## config.mk

```make
export PLATFORM = sky130hd
export DESIGN_NAME = nanov_sequencer
export DESIGN_NICKNAME = d
export VERILOG_FILES = /design/src/rtl/nanov_sequencer.sv
export SDC_FILE = /design/constraint.sdc
export NUM_CORES = 1
export LEC_CHECK = 0
export BUFFER_PORTS_ARGS = -buffer_cell sky130_fd_sc_hd__buf_4
export CAP_MARGIN = 20
export CORE_UTILIZATION = 35
export DETAILED_ROUTE_END_ITERATION = 10
export SYNTH_ARGS = -nofsm -noshare
export SYNTH_HDL_FRONTEND = slang
export SYNTH_SLANG_ARGS = --single-unit
```

## constraint.sdc

```tcl
create_clock -name clk -period 2.5 [get_ports clk]
set_input_delay 0.75 -clock clk [delete_from_list [all_inputs] [get_ports clk]]
set_output_delay 0.75 -clock clk [all_outputs]
set_load 0.1 [all_outputs]
```

## src/rtl/nanov_sequencer.sv

```systemverilog
// Instruction fetch and bit-serial sequencer for the nanoV core; owns the PC.
// Optional one-word prefetch buffer enabled by defining NANOV_PREFETCH_EN.
module nanov_sequencer #(
  parameter logic [31:0] PC_RESET = 32'h0000_0000
) (
  input  logic        clk,
  input  logic        rst,
  output logic        fetch_req,
  output logic [31:0] fetch_addr,
  input  logic [31:0] fetch_data,
  input  logic        fetch_valid,
  output logic [31:0] instr,
  output logic [2:0]  cycle,
  output logic [4:0]  counter,
  output logic        pc,
  input  logic        branch,
  input  logic [31:0] data_out,
  output logic        retire
);

  // state   | meaning
  // FETCH   | request word at pc_reg, core sees NOP
  // EXEC    | core runs latched word, counter/cycle advance
  // DRAIN   | (prefetch only) finish stale request after a taken jump, discard data
`ifdef NANOV_PREFETCH_EN
  typedef enum logic [1:0] {S_FETCH = 2'd0, S_EXEC = 2'd1, S_DRAIN = 2'd2} state_t;
`else
  typedef enum logic [1:0] {S_FETCH = 2'd0, S_EXEC = 2'd1} state_t;
`endif

  localparam logic [31:0] PC_RST = {PC_RESET[31:2], 2'b00};
  localparam logic [31:0] NOP    = 32'h0000_0013;

  state_t      state_q, state_n;
  logic [31:0] pc_reg, pc_n;
  logic        fetch_req_n;
  logic [31:0] fetch_addr_n;
  logic [31:0] instr_n;
  logic [2:0]  cycle_n;
  logic [4:0]  counter_n;
  logic        retire_n;
  logic        branch_taken, branch_taken_n;
  logic [31:0] target, target_n;
`ifdef NANOV_PREFETCH_EN
  logic        buf_valid, buf_valid_n;
  logic [31:0] buf_data, buf_data_n;
`endif

  logic        last;
  logic        is_last;
  logic        xfer;
  logic        at_end;
  logic [31:0] pc_next;
  logic        unused_data_lsbs;

  assign last             = (instr[6:4] == 3'b110) && instr[2];
  assign is_last          = (cycle == {2'b00, last});
  assign xfer             = fetch_req && fetch_valid;
  assign at_end           = (state_q == S_EXEC) && (counter == 5'd31) && is_last;
  assign pc_next          = branch_taken ? target : pc_reg + 32'd4;
  assign pc               = pc_reg[counter];
  assign unused_data_lsbs = ^data_out[1:0];

  always_comb begin
    state_n        = state_q;
    pc_n           = pc_reg;
    fetch_req_n    = fetch_req;
    fetch_addr_n   = fetch_addr;
    instr_n        = instr;
    cycle_n        = cycle;
    counter_n      = counter;
    retire_n       = 1'b0;
    branch_taken_n = branch_taken;
    target_n       = target;
`ifdef NANOV_PREFETCH_EN
    buf_valid_n    = buf_valid;
    buf_data_n     = buf_data;
`endif
    case (state_q)
      S_FETCH: begin
        instr_n     = NOP;
        counter_n   = 5'd0;
        cycle_n     = 3'd0;
        fetch_req_n = 1'b1;
        if (xfer) begin
          state_n     = S_EXEC;
          instr_n     = fetch_data;
          fetch_req_n = 1'b0;
        end
      end
      S_EXEC: begin
        counter_n = counter + 5'd1;
        // retire is registered, so it is scheduled one clock ahead
        if (counter == 5'd30 && is_last)
          retire_n = 1'b1;
        if (counter == 5'd31 && !is_last)
          cycle_n = cycle + 3'd1;
        if (counter == 5'd31 && cycle == 3'd0 && !is_last && branch)
          branch_taken_n = 1'b1;
        if (counter == 5'd0 && cycle == 3'd1 && branch_taken)
          target_n = {data_out[31:2], 2'b00};
`ifdef NANOV_PREFETCH_EN
        if (xfer) begin
          buf_valid_n = 1'b1;
          buf_data_n  = fetch_data;
          fetch_req_n = 1'b0;
        end else if (!fetch_req && !buf_valid) begin
          fetch_req_n  = 1'b1;
          fetch_addr_n = pc_reg + 32'd4;
        end
`endif
        if (at_end) begin
          pc_n           = pc_next;
          branch_taken_n = 1'b0;
          cycle_n        = 3'd0;
          counter_n      = 5'd0;
          state_n        = S_FETCH;
          instr_n        = NOP;
          fetch_req_n    = 1'b1;
          fetch_addr_n   = pc_next;
`ifdef NANOV_PREFETCH_EN
          buf_valid_n = 1'b0;
          if (branch_taken) begin
            if (fetch_req && !fetch_valid) begin
              state_n      = S_DRAIN;
              fetch_addr_n = fetch_addr;
            end
          end else if (buf_valid || xfer) begin
            state_n     = S_EXEC;
            instr_n     = buf_valid ? buf_data : fetch_data;
            fetch_req_n = 1'b0;
          end else if (fetch_req) begin
            fetch_addr_n = fetch_addr;
          end
`endif
        end
      end
`ifdef NANOV_PREFETCH_EN
      S_DRAIN: begin
        instr_n     = NOP;
        counter_n   = 5'd0;
        cycle_n     = 3'd0;
        fetch_req_n = 1'b1;
        if (xfer) begin
          state_n      = S_FETCH;
          fetch_addr_n = pc_reg;
        end
      end
`endif
      default: state_n = S_FETCH;
    endcase
  end

  always_ff @(posedge clk) begin
    if (rst) begin
      state_q      <= S_FETCH;
      pc_reg       <= PC_RST;
      fetch_req    <= 1'b0;
      fetch_addr   <= PC_RST;
      instr        <= NOP;
      cycle        <= 3'd0;
      counter      <= 5'd0;
      retire       <= 1'b0;
      branch_taken <= 1'b0;
      target       <= 32'd0;
`ifdef NANOV_PREFETCH_EN
      buf_valid    <= 1'b0;
      buf_data     <= 32'd0;
`endif
    end else begin
      state_q      <= state_n;
      pc_reg       <= pc_n;
      fetch_req    <= fetch_req_n;
      fetch_addr   <= fetch_addr_n;
      instr        <= instr_n;
      cycle        <= cycle_n;
      counter      <= counter_n;
      retire       <= retire_n;
      branch_taken <= branch_taken_n;
      target       <= target_n;
`ifdef NANOV_PREFETCH_EN
      buf_valid    <= buf_valid_n;
      buf_data     <= buf_data_n;
`endif
    end
  end

endmodule

```

==> flow_summary.yaml, run 1 <==
run_status:
  status: "finished, violations left"
  violations: "setup timing"
global_route:
  overflow: 0
  grt_pass1_wl_mm: 23.92
  antenna_found_initial: 0
  grt_max_degree: 34
  grt_pass1_vias: 4616
  grt_usage: 0.2074
route:
  via_per_inst: 5.407
  dr.pass1.iters: 5
  drt_iter0_markers: 365
  remaining_drc_errors: 0
  vias: 4807
  final_antenna_net_count: 0
  wire_per_inst_um: 16.66
  wirelength_mm: 14.81
worst_setup_path:
  reg2reg_depth: 11
  crit_required_ps: 1750
  worst_setup_path_end_kind: "output port"
  reg2reg_setup_slack_ps: 120
  cp_top_family: "multiplexers"
  critPathLaunchType: "register"
  arrival_ps: 2000
  criticalPathCategory: "reg2out"
  r2r-start: "counter[0]"
  path_depth: 6
  r2r_end: "pc_reg[9]"
  crit_chain: "mux4_2, nor2_2, a31oi_1, a31oi_2, a21oi_4, buf_12"
  crit_slowest_cell: "mux4_2"
  crit_fanout: 8
  cpPeakStageDelay_ps: 540
  critPathBufInv: 1
synthesis:
  yosysUniqueCellTypes: 68
  synth_edf_count: 0
  synthTopCellsByCount: "dfxtp_1 (104), nand2_1 (90), a21oi_1 (53), a22o_1 (29), clkbuf_1 (27)"
  synth_flop_cell: "dfxtp_1"
  async_reset_ff_frac: 0
  ys_seq_area_frac: 0.4213
  yosys-top-cells-area: "dfxtp_1 (42%), nand2_1 (6.8%), a21oi_1 (5.4%)"
  syn_area_per_cell_um2: 8.873
  synth_seq_cells: 104
  syn_inst: 557
  yosys_warnings: 0
  netlist_area_um2: 4942
  synth_top_area_share: 0.4213
  yosysMostFrequentCell: "dfxtp_1"
  yosys.area.top_type: "dfxtp_1"
floorplan:
  io_pins: 143
  core.rowCount: 43
  die_h_um: 120.8
  die-area_um2: 14600
  die_w_um: 120.8
  core_um2: 13830
  start_util: 0.3574
sta:
  rsz0062_at_grt: "yes"
  slew_headroom: 0.6395
  layout_min_cycle_time_ps: 2754
  skew_ps: 8.509
  finalCritPeriodShare: 1.102
  finalHoldViolations: 0
  finalSetupViolCount: 1
  report.final.slew_viol_count: 0
  layout_setup_ws_ps: -254.0
  fmax_ghz: 0.3631
  tightest_slew_ps: 529.5
finish:
  nets: 780
  area_delta_synth_final_pct: 38.81
  diodes: 0
  fin_util: 0.4962
  drive_above_1_share: 0.3907
  final-instance-count-excl-fill: 889
  largest_reg_flops: 32
pwr:
  pwr_density_cell_nw_per_um2: 613.9
  ir_drop_uv: 397.9
  leakage_nw: 2.684
clock_tree:
  clock_path_buffers: 2
  cts.sinks: 104
  htreeDepth: 3
  cts.clk_slew.worst_paths_ps: 70
  cts_tree: "done"
  clockRootBuffer: "clkbuf_16"
  clkLatencyLatePin_ps: 350
  cts_hold_buf: 0
  cts_buffers: 9
min_path:
  hold_path_depth: 2
  hold_path_class: "reg2reg"
  hold_path_end: "target[28]"
  min-delay-start: "target[28]"
placement:
  place_congestion: 0.8590
  place_inst: 869
  hpwl_mm: 10.65
  numPortBuffers: 138
flow_run:
  maxCapViolCount: 0
==> where the power goes <==
part	total, mW	internal, mW	switching, mW
sequential	1.84	1.74	0.102
combinational	0.986	0.285	0.700
clock	1.39	0.763	0.625
total	4.21	2.78	1.43
==> cell type report <==
type,instances,area (um^2)
inverter,11,41.29
fill,1304,6967
multi-input combinational,399,2753
clock inverter,4,25.02
tap,180,225.2
timing repair buffer,179,1388
sequential,104,2161
clock buffer,12,267.8
==> how the worst max path moves through the flow <==
| stage | startpoint | end | slack (ps) |
|---|---|---|---|
| finish | counter[0] | pc | -250 |
| detailed placement | counter[0] | pc | -20 |
| floorplan | counter[0] | pc | -130 |
| global placement | counter[0] | pc | -20 |
| global route | counter[0] | pc | -350 |
| CTS | counter[0] | pc | -270 |
==> cell usage in the layout, fill, tap and decap left out, types with 4 or more instances in the layout <==
cell type  Yosys  layout
nand3_1       24      23
or4_1          8       8
nor4_4         1       4
a22o_1        29      29
buf_4          6     172
o22ai_1        7       7
mux4_2         5       6
ha_1           8       6
nor4_1        10       5
mux2i_1       12      11
nor2_1        16      14
a31oi_1       14      13
nor3_1        10       7
dfxtp_1      104      67
clkbuf_16      0      10
o21ai_0       10       9
o211ai_1       5       5
nor3_2         1       4
a21oi_1       53      51
dfxtp_4        0      13
a22oi_1       15      15
inv_1         11      11
and2_1         7       7
nor2b_1        6       6
nand2_1       90      90
buf_6          1       5
nand4_1       11      11
dfxtp_2        0      24
==> what timing repair did <==
item | 4_1_cts | 5_1_grt
pin swaps | 3 | 7
gates cloned | 0 | 1
endpoints found under the setup margin | 1 | 26
resized for setup | 10 | 22
setup buffers | 0 | 3
==> layer usage <==
metal  GRT usage  share of wire  vias to the layer above
met5           0              0                        -
met4     0.09568          0.025                        0
met3     0.02972          0.055                       31
met2      0.3189           0.45                      177
met1      0.2852           0.47                     2244
li1            -              -                     2355
==> cells by family (layout without fill, tap and decap cells) <==
logic type                 Yosys count  after routing  synth area share
xor gates and xnor gates             3              3          0.005317
DFF                                104            104            0.4213
adders and majority gates            8              8           0.02025
and+or+nand+nor                    212            213            0.2327
AOI/OAI and AO/OA                  151            151            0.2038
other                                1              2         0.0007588
buffers and inverters               56            206           0.05139
muxes                               22             22           0.06456
==> worst min-delay path: cells and delay by family, from the launching register on <==
kind	cells	cell delay [ps]
flip-flops	1	310
AO/OA/AOI/OAI	1	50
AND/OR/NAND/NOR	1	50
==> metrics by stage <==
step                area (um^2)  hold slack (ps)  setup TNS, ps  setup slack (ps)  power, mW
floorplan                  5075            433.2         -125.2            -125.2      2.578
global placement           6386            446.2         -22.67            -22.67      2.833
detailed placement         6386            450.2         -20.46            -20.46      2.845
CTS                        6718            459.9         -265.3            -265.3      4.237
global route               6860            475.7         -453.5            -352.3      4.370
finish                     6860            457.0         -254.0            -254.0      4.211
Power figures use the tool's default switching activity.
==> inputs of run 2 (changes only) <==
ABC_AREA = 1   (was default)
CORE_UTILIZATION = 40   (was 35)
==> run 2 against run 1 <==
Compared with the run above:
- the run now ends clean
- worst setup slack better by 260 ps
- die area shrank 3.9%
- critical path depth rose by 1
- synthesized cell count up 48%
- register-to-register slack improved by 50 ps
- clock power rose by 17%
- synthesized area rose by 9.8%
- via count rose by 17%
- critical path type unchanged
- largest power group unchanged
==> flow_summary.yaml, run 2 <==
run_status:
  status: "completed"
synthesis:
  synth_seq_cells: 104
  syn_area_per_cell_um2: 6.570
  ys_seq_area_frac: 0.3837
  netlist_area_um2: 5426
  yosysMostFrequentCell: "nand2_1"
  yosysUniqueCellTypes: 32
  synthTopCellsByCount: "nand2_1 (186), nor2_1 (140), nand3_1 (111), dfxtp_1 (104), o21ai_0 (78)"
  yosys_warnings: 0
  synth_top_area_share: 0.3837
  synth_edf_count: 0
  syn_inst: 826
  yosys-top-cells-area: "dfxtp_1 (38%), nand2_1 (13%), nand3_1 (10%)"
  yosys.area.top_type: "dfxtp_1"
  synth_flop_cell: "dfxtp_1"
  async_reset_ff_frac: 0
placement:
  hpwl_mm: 11.81
  numPortBuffers: 138
  placed_area_um2: 6631
  place_inst: 1114
  pre_cts_slack_ps: 180.7
  place_congestion: 0.8767
worst_setup_path:
  crit_fanout: 12
  cp_common_cell: "buf_12"
  reg2reg_depth: 13
  crit_slowest_cell: "dfxtp_4"
  criticalPathCategory: "reg2out"
  worst_setup_path_end_kind: "output port"
  arrival_ps: 1740
  cpPeakStageDelay_ps: 380
  critPathLaunchType: "register"
  crit_chain: "buf_12, o21ai_0, a31oi_1, nand2_1, nor2_2, nor2_4, buf_12"
  crit_required_ps: 1750
global_route:
  overflow: 0
  grt_pass1_vias: 5077
  antenna_found_initial: 0
  grt_usage: 0.2374
  grt_max_degree: 57
  grt_pass1_wl_mm: 26.28
route:
  vias: 5646
  wl_met1_mm: 7.711
  final_antenna_net_count: 0
  remaining_drc_errors: 0
  drt_iter0_markers: 390
  dr_wl_met3_mm: 1.340
  via_per_inst: 4.953
  wirelength_mm: 16.32
  top_layer: "met4"
  wl_met2_mm: 6.954
  wire_per_inst_um: 14.32
  dr.pass1.iters: 5
pwr:
  pwr_density_cell_nw_per_um2: 522.6
  power_mw: 3.725
  leakage_nw: 3.169
  ir_drop_uv: 307.4
flow_run:
  maxCapViolCount: 0
sta:
  slew_headroom: 0.6144
  fin_tns_setup_ps: 0
  tightest_slew_ps: 578.4
  report.final.slew_viol_count: 0
  finalHoldViolations: 0
  fmax_ghz: 0.4017
  finalCritPeriodShare: 0.9959
  layout_min_cycle_time_ps: 2490
  skew_ps: 8.579
  rsz0062_at_grt: "yes"
  layout_setup_ws_ps: 10.36
  finalSetupViolCount: 0
  hold_slack_ps: 482.3
clock_tree:
  cts.clk_slew.worst_paths_ps: 70
  cts_hold_buf: 0
  cts_buffers: 9
  cts.sinks: 104
  clock_path_buffers: 2
  clkLatencyLatePin_ps: 350
  htreeDepth: 3
  cts_tree: "done"
  clockRootBuffer: "clkbuf_16"
floorplan:
  die_w_um: 118.5
  core_um2: 13240
  start_util: 0.4098
  die_h_um: 118.5
  io_pins: 143
  die-area_um2: 14040
  core.rowCount: 42
finish:
  nets: 1035
  largest_reg_flops: 32
  design_area_um2: 7128
  area_delta_synth_final_pct: 31.36
  fin_util: 0.5383
  final_cell_mix: "nand2_1 (186), buf_4 (157), nor2_1 (137), nand3_1 (110), inv_1 (75)"
  final-instance-count-excl-fill: 1140
  final_common_cell: "nand2_1"
  drive_above_1_share: 0.2687
  diodes: 0
min_path:
  hold_path_depth: 2
  hold_path_class: "reg2reg"
==> run 2: cell count changes after synthesis, sizes merged, moves of 35 or more <==
cell   previous run  this run
nor2             17       146
nand2            91       190
nand3            24       111
o21ai            11        83
inv              11        81
a21oi            54        19
==> run 2: cell type report <==
| cell class | count | area (um^2) |
|---|---|---|
| Fill cell | 1397 | 6115 |
| Multi-Input combinational cell | 601 | 2843 |
| Clock buffer | 10 | 250.2 |
| Tap cell | 176 | 220.2 |
| Sequential cell | 104 | 2135 |
| Timing Repair Buffer | 162 | 1274 |
| Clock inverter | 6 | 96.34 |
| Inverter | 81 | 310.3 |
==> run 2: report_power, final <==
group	internal (mW)	switching (mW)	total (mW)	leakage (nW)
Sequential	1.67	0.0175	1.69	0.859
Clock	0.952	0.673	1.62	0.166
Combinational	0.133	0.276	0.409	2.14
==> run 2: cell families (layout without fill, tap and decap cells) <==
family	Yosys count	count (layout)	share of synthesized area
compound gates	111	111	0.1058
xor+xnor	2	2	0.003229
flops	104	104	0.3837
fa+ha+maj	8	8	0.01845
other cells	1	2	0.0006911
buf+inv	122	259	0.09938
simple gates	478	478	0.3887
==> run 2: final timing paths <==
path	slack, ps	end	start
min reg2reg	480	target[15]	target[15]
max	10	pc	counter[0]
min	480	target[15]	target[15]
max reg2reg	170	pc_reg[26]	counter[0]
==> run 2: what timing repair did <==
item	CTS	global route
gates resized for setup	5	12
buffers inserted	7	3
endpoints found under the setup margin	1	1
pin swaps	0	6
==> run 2: layer usage <==
layer | global-route usage | vias up
met5 | 0 | -
met4 | 0.07595 | 0
met3 | 0.05743 | 23
met2 | 0.3522 | 192
met1 | 0.3365 | 2517
li1 | - | 2914
==> run 2: worst max-delay path, delay by kind of cell, from the launching register on <==
family                 cells  cell delay, ps
AOI/OAI and AO/OA          2             400
DFF                        1             380
buffers and inverters      2             320
and+or+nand+nor            3             260
==> inputs of run 3 (changes only) <==
CORE_UTILIZATION = 45   (was 40)
PLACE_DENSITY = 0.7   (was default)
SETUP_SLACK_MARGIN = 0.2   (was default)
==> run 3 against run 2 <==
Compared with the run above:
- the flow now finishes with violations (DRC)
- total power is 3.9% lower
- count of clock-buffer cells in the layout shrank 1
- register-to-register slack improved by 110 ps
- non-clock buffer count is 2 higher
- maximum frequency increased by 3.3%
- worst setup slack better by 79 ps
- wire length is 2.3% lower
- core utilization is 8.1 points higher
- hold slack lost 1.5 ps
- critical path type unchanged
- highest routed layer unchanged
==> flow_summary.yaml, run 3 (synthesis results as in run 2) <==
run_status:
  status: "finished, violations left"
  violations: "DRC"
worst_setup_path:
  worst_setup_path_end_kind: "output port"
  criticalPathCategory: "reg2out"
  cp_common_cell: "nand2_1"
  critPathBufInv: 2
  reg2reg_depth: 13
  crit_slowest_cell: "dfxtp_4"
  arrival_ps: 1660
  crit_required_ps: 1750
  reg2reg_setup_slack_ps: 280
  cpPeakStageDelay_ps: 430
  crit_chain: "buf_8, nand2_1, o21ai_1, a31oi_1, nand2_1, nor2_2, nor2_4, buf_12"
  cp_top_family: "flip-flops"
  critPathLaunchType: "register"
  path_depth: 8
  crit_fanout: 11
route:
  vias: 5702
  drt_iter0_markers: 475
  final_antenna_net_count: 0
  remaining_drc_errors: 5
  wirelength_mm: 15.95
  dr.pass1.iters: 8
  via_per_inst: 5.137
  wire_per_inst_um: 14.37
sta:
  finalSetupViolCount: 0
  skew_ps: 15.63
  fin_tns_setup_ps: 0
  tightest_slew_ps: 567.8
  slew_headroom: 0.6215
  finalCritPeriodShare: 0.9643
  layout_min_cycle_time_ps: 2411
  fmax_ghz: 0.4148
  rsz0062_at_grt: "yes"
  report.final.slew_viol_count: 0
  finalHoldViolations: 0
global_route:
  overflow: 0
  antenna_found_initial: 0
  grt_usage: 0.2581
  grt_max_degree: 53
  grt_pass1_wl_mm: 25.89
  grt_pass1_vias: 5173
finish:
  largest_reg_flops: 32
  drive_above_1_share: 0.2709
  final_common_cell: "nand2_1"
  final_cell_mix: "nand2_1 (184), buf_4 (154), nor2_1 (137), nand3_1 (111), inv_1 (75)"
  nets: 1038
  area_delta_synth_final_pct: 31.91
  diodes: 0
pwr:
  power_mw: 3.581
  power_switching_mw: 0.9845
  pwr_density_cell_nw_per_um2: 500.3
  ir_drop_uv: 441.3
  leakage_nw: 3.145
  pwr-share-seq: 0.470
  pwr-share-clk: 0.416
  p_sw_frac: 0.2749
  internal_power_mw: 2.597
  combPwrFrac: 0.114
clock_tree:
  clkLatencyLatePin_ps: 350
  cts_buffers: 9
  cts.clk_slew.worst_paths_ps: 70
  cts_tree: "done"
  clockRootBuffer: "clkbuf_16"
  clock_path_buffers: 2
  htreeDepth: 3
  cts_hold_buf: 0
  cts.sinks: 104
min_path:
  hold_path_class: "reg2reg"
  hold_path_depth: 2
floorplan:
  core.rowCount: 39
  start_util: 0.4692
  io_pins: 143
  die_w_um: 111.8
  die-area_um2: 12500
  core_um2: 11560
  die_h_um: 111.8
flow_run:
  maxCapViolCount: 0
placement:
  numPortBuffers: 138
  place_congestion: 0.9363
  hpwl_mm: 11.41
## run 3: changes by cell type in the layout (fill, tap and decap cells not counted), sizes merged
cell,delta
buf,+2
bufinv,-1
clkbuf,-1
clkinvlp,-2
inv,+4
nand4,+1
## run 3: power by group through the flow
stage,combinational [mW],sequential [mW],clock (mW)
final,0.407,1.68,1.49
after global routing,0.432,1.69,1.58
after CTS,0.405,1.68,1.51
after detailed placement,0.385,1.73,0
after global placement,0.384,1.73,0
after floorplan,0.109,1.87,0
## run 3: worst paths after layout
kind         startpoint    endpoint
max          counter[0]          pc
min          target[12]  target[12]
max reg2reg  counter[0]  pc_reg[21]
min reg2reg  target[12]  target[12]
## run 3: layout make-up
cell class / instances / area, um^2
inverter: 81 / 306.5
clock buffer: 9 / 225.2
clock inverter: 7 / 83.83
sequential: 104 / 2158
timing repair buffer: 164 / 1306
tap: 143 / 178.9
fill: 1153 / 4407
multi-input combinational: 602 / 2899
## run 3: stage by stage
stage / hold slack, ps / std cells / instance area, um^2 / setup WS [ps] / utilization
floorplan: 446.7 / 827 / 5540 / 89.58 / -
global placement: 456.3 / 1081 / 6604 / 301.1 / 0.5710
detailed placement: 467.2 / 1081 / 6604 / 285.8 / 0.5710
CTS: 484.8 / 1104 / 7017 / 120.1 / 0.6067
global route: 509.5 / 1110 / 7158 / 10.59 / 0.6190
finish: 480.8 / 1110 / 7158 / 89.25 / 0.6190
## run 3: worst min-delay path, stage by stage (launching register included)
cell and delay, ps:
dfxtp_1 320, nor2_1 40, nor2_1 80
## run 3: metal layers
layer  wire (um)  global-route usage
met5           0                   0
met2        7027              0.3905
met4         403              0.1009
met3        1091             0.06260
met1        7429              0.3531
## run 3: what timing repair did
item                                    CTS  global route
gates cloned                              0             1
endpoints found under the setup margin    1            63
pin swaps                                 4             1
buffers inserted                          7             5
resized for setup                        12            19
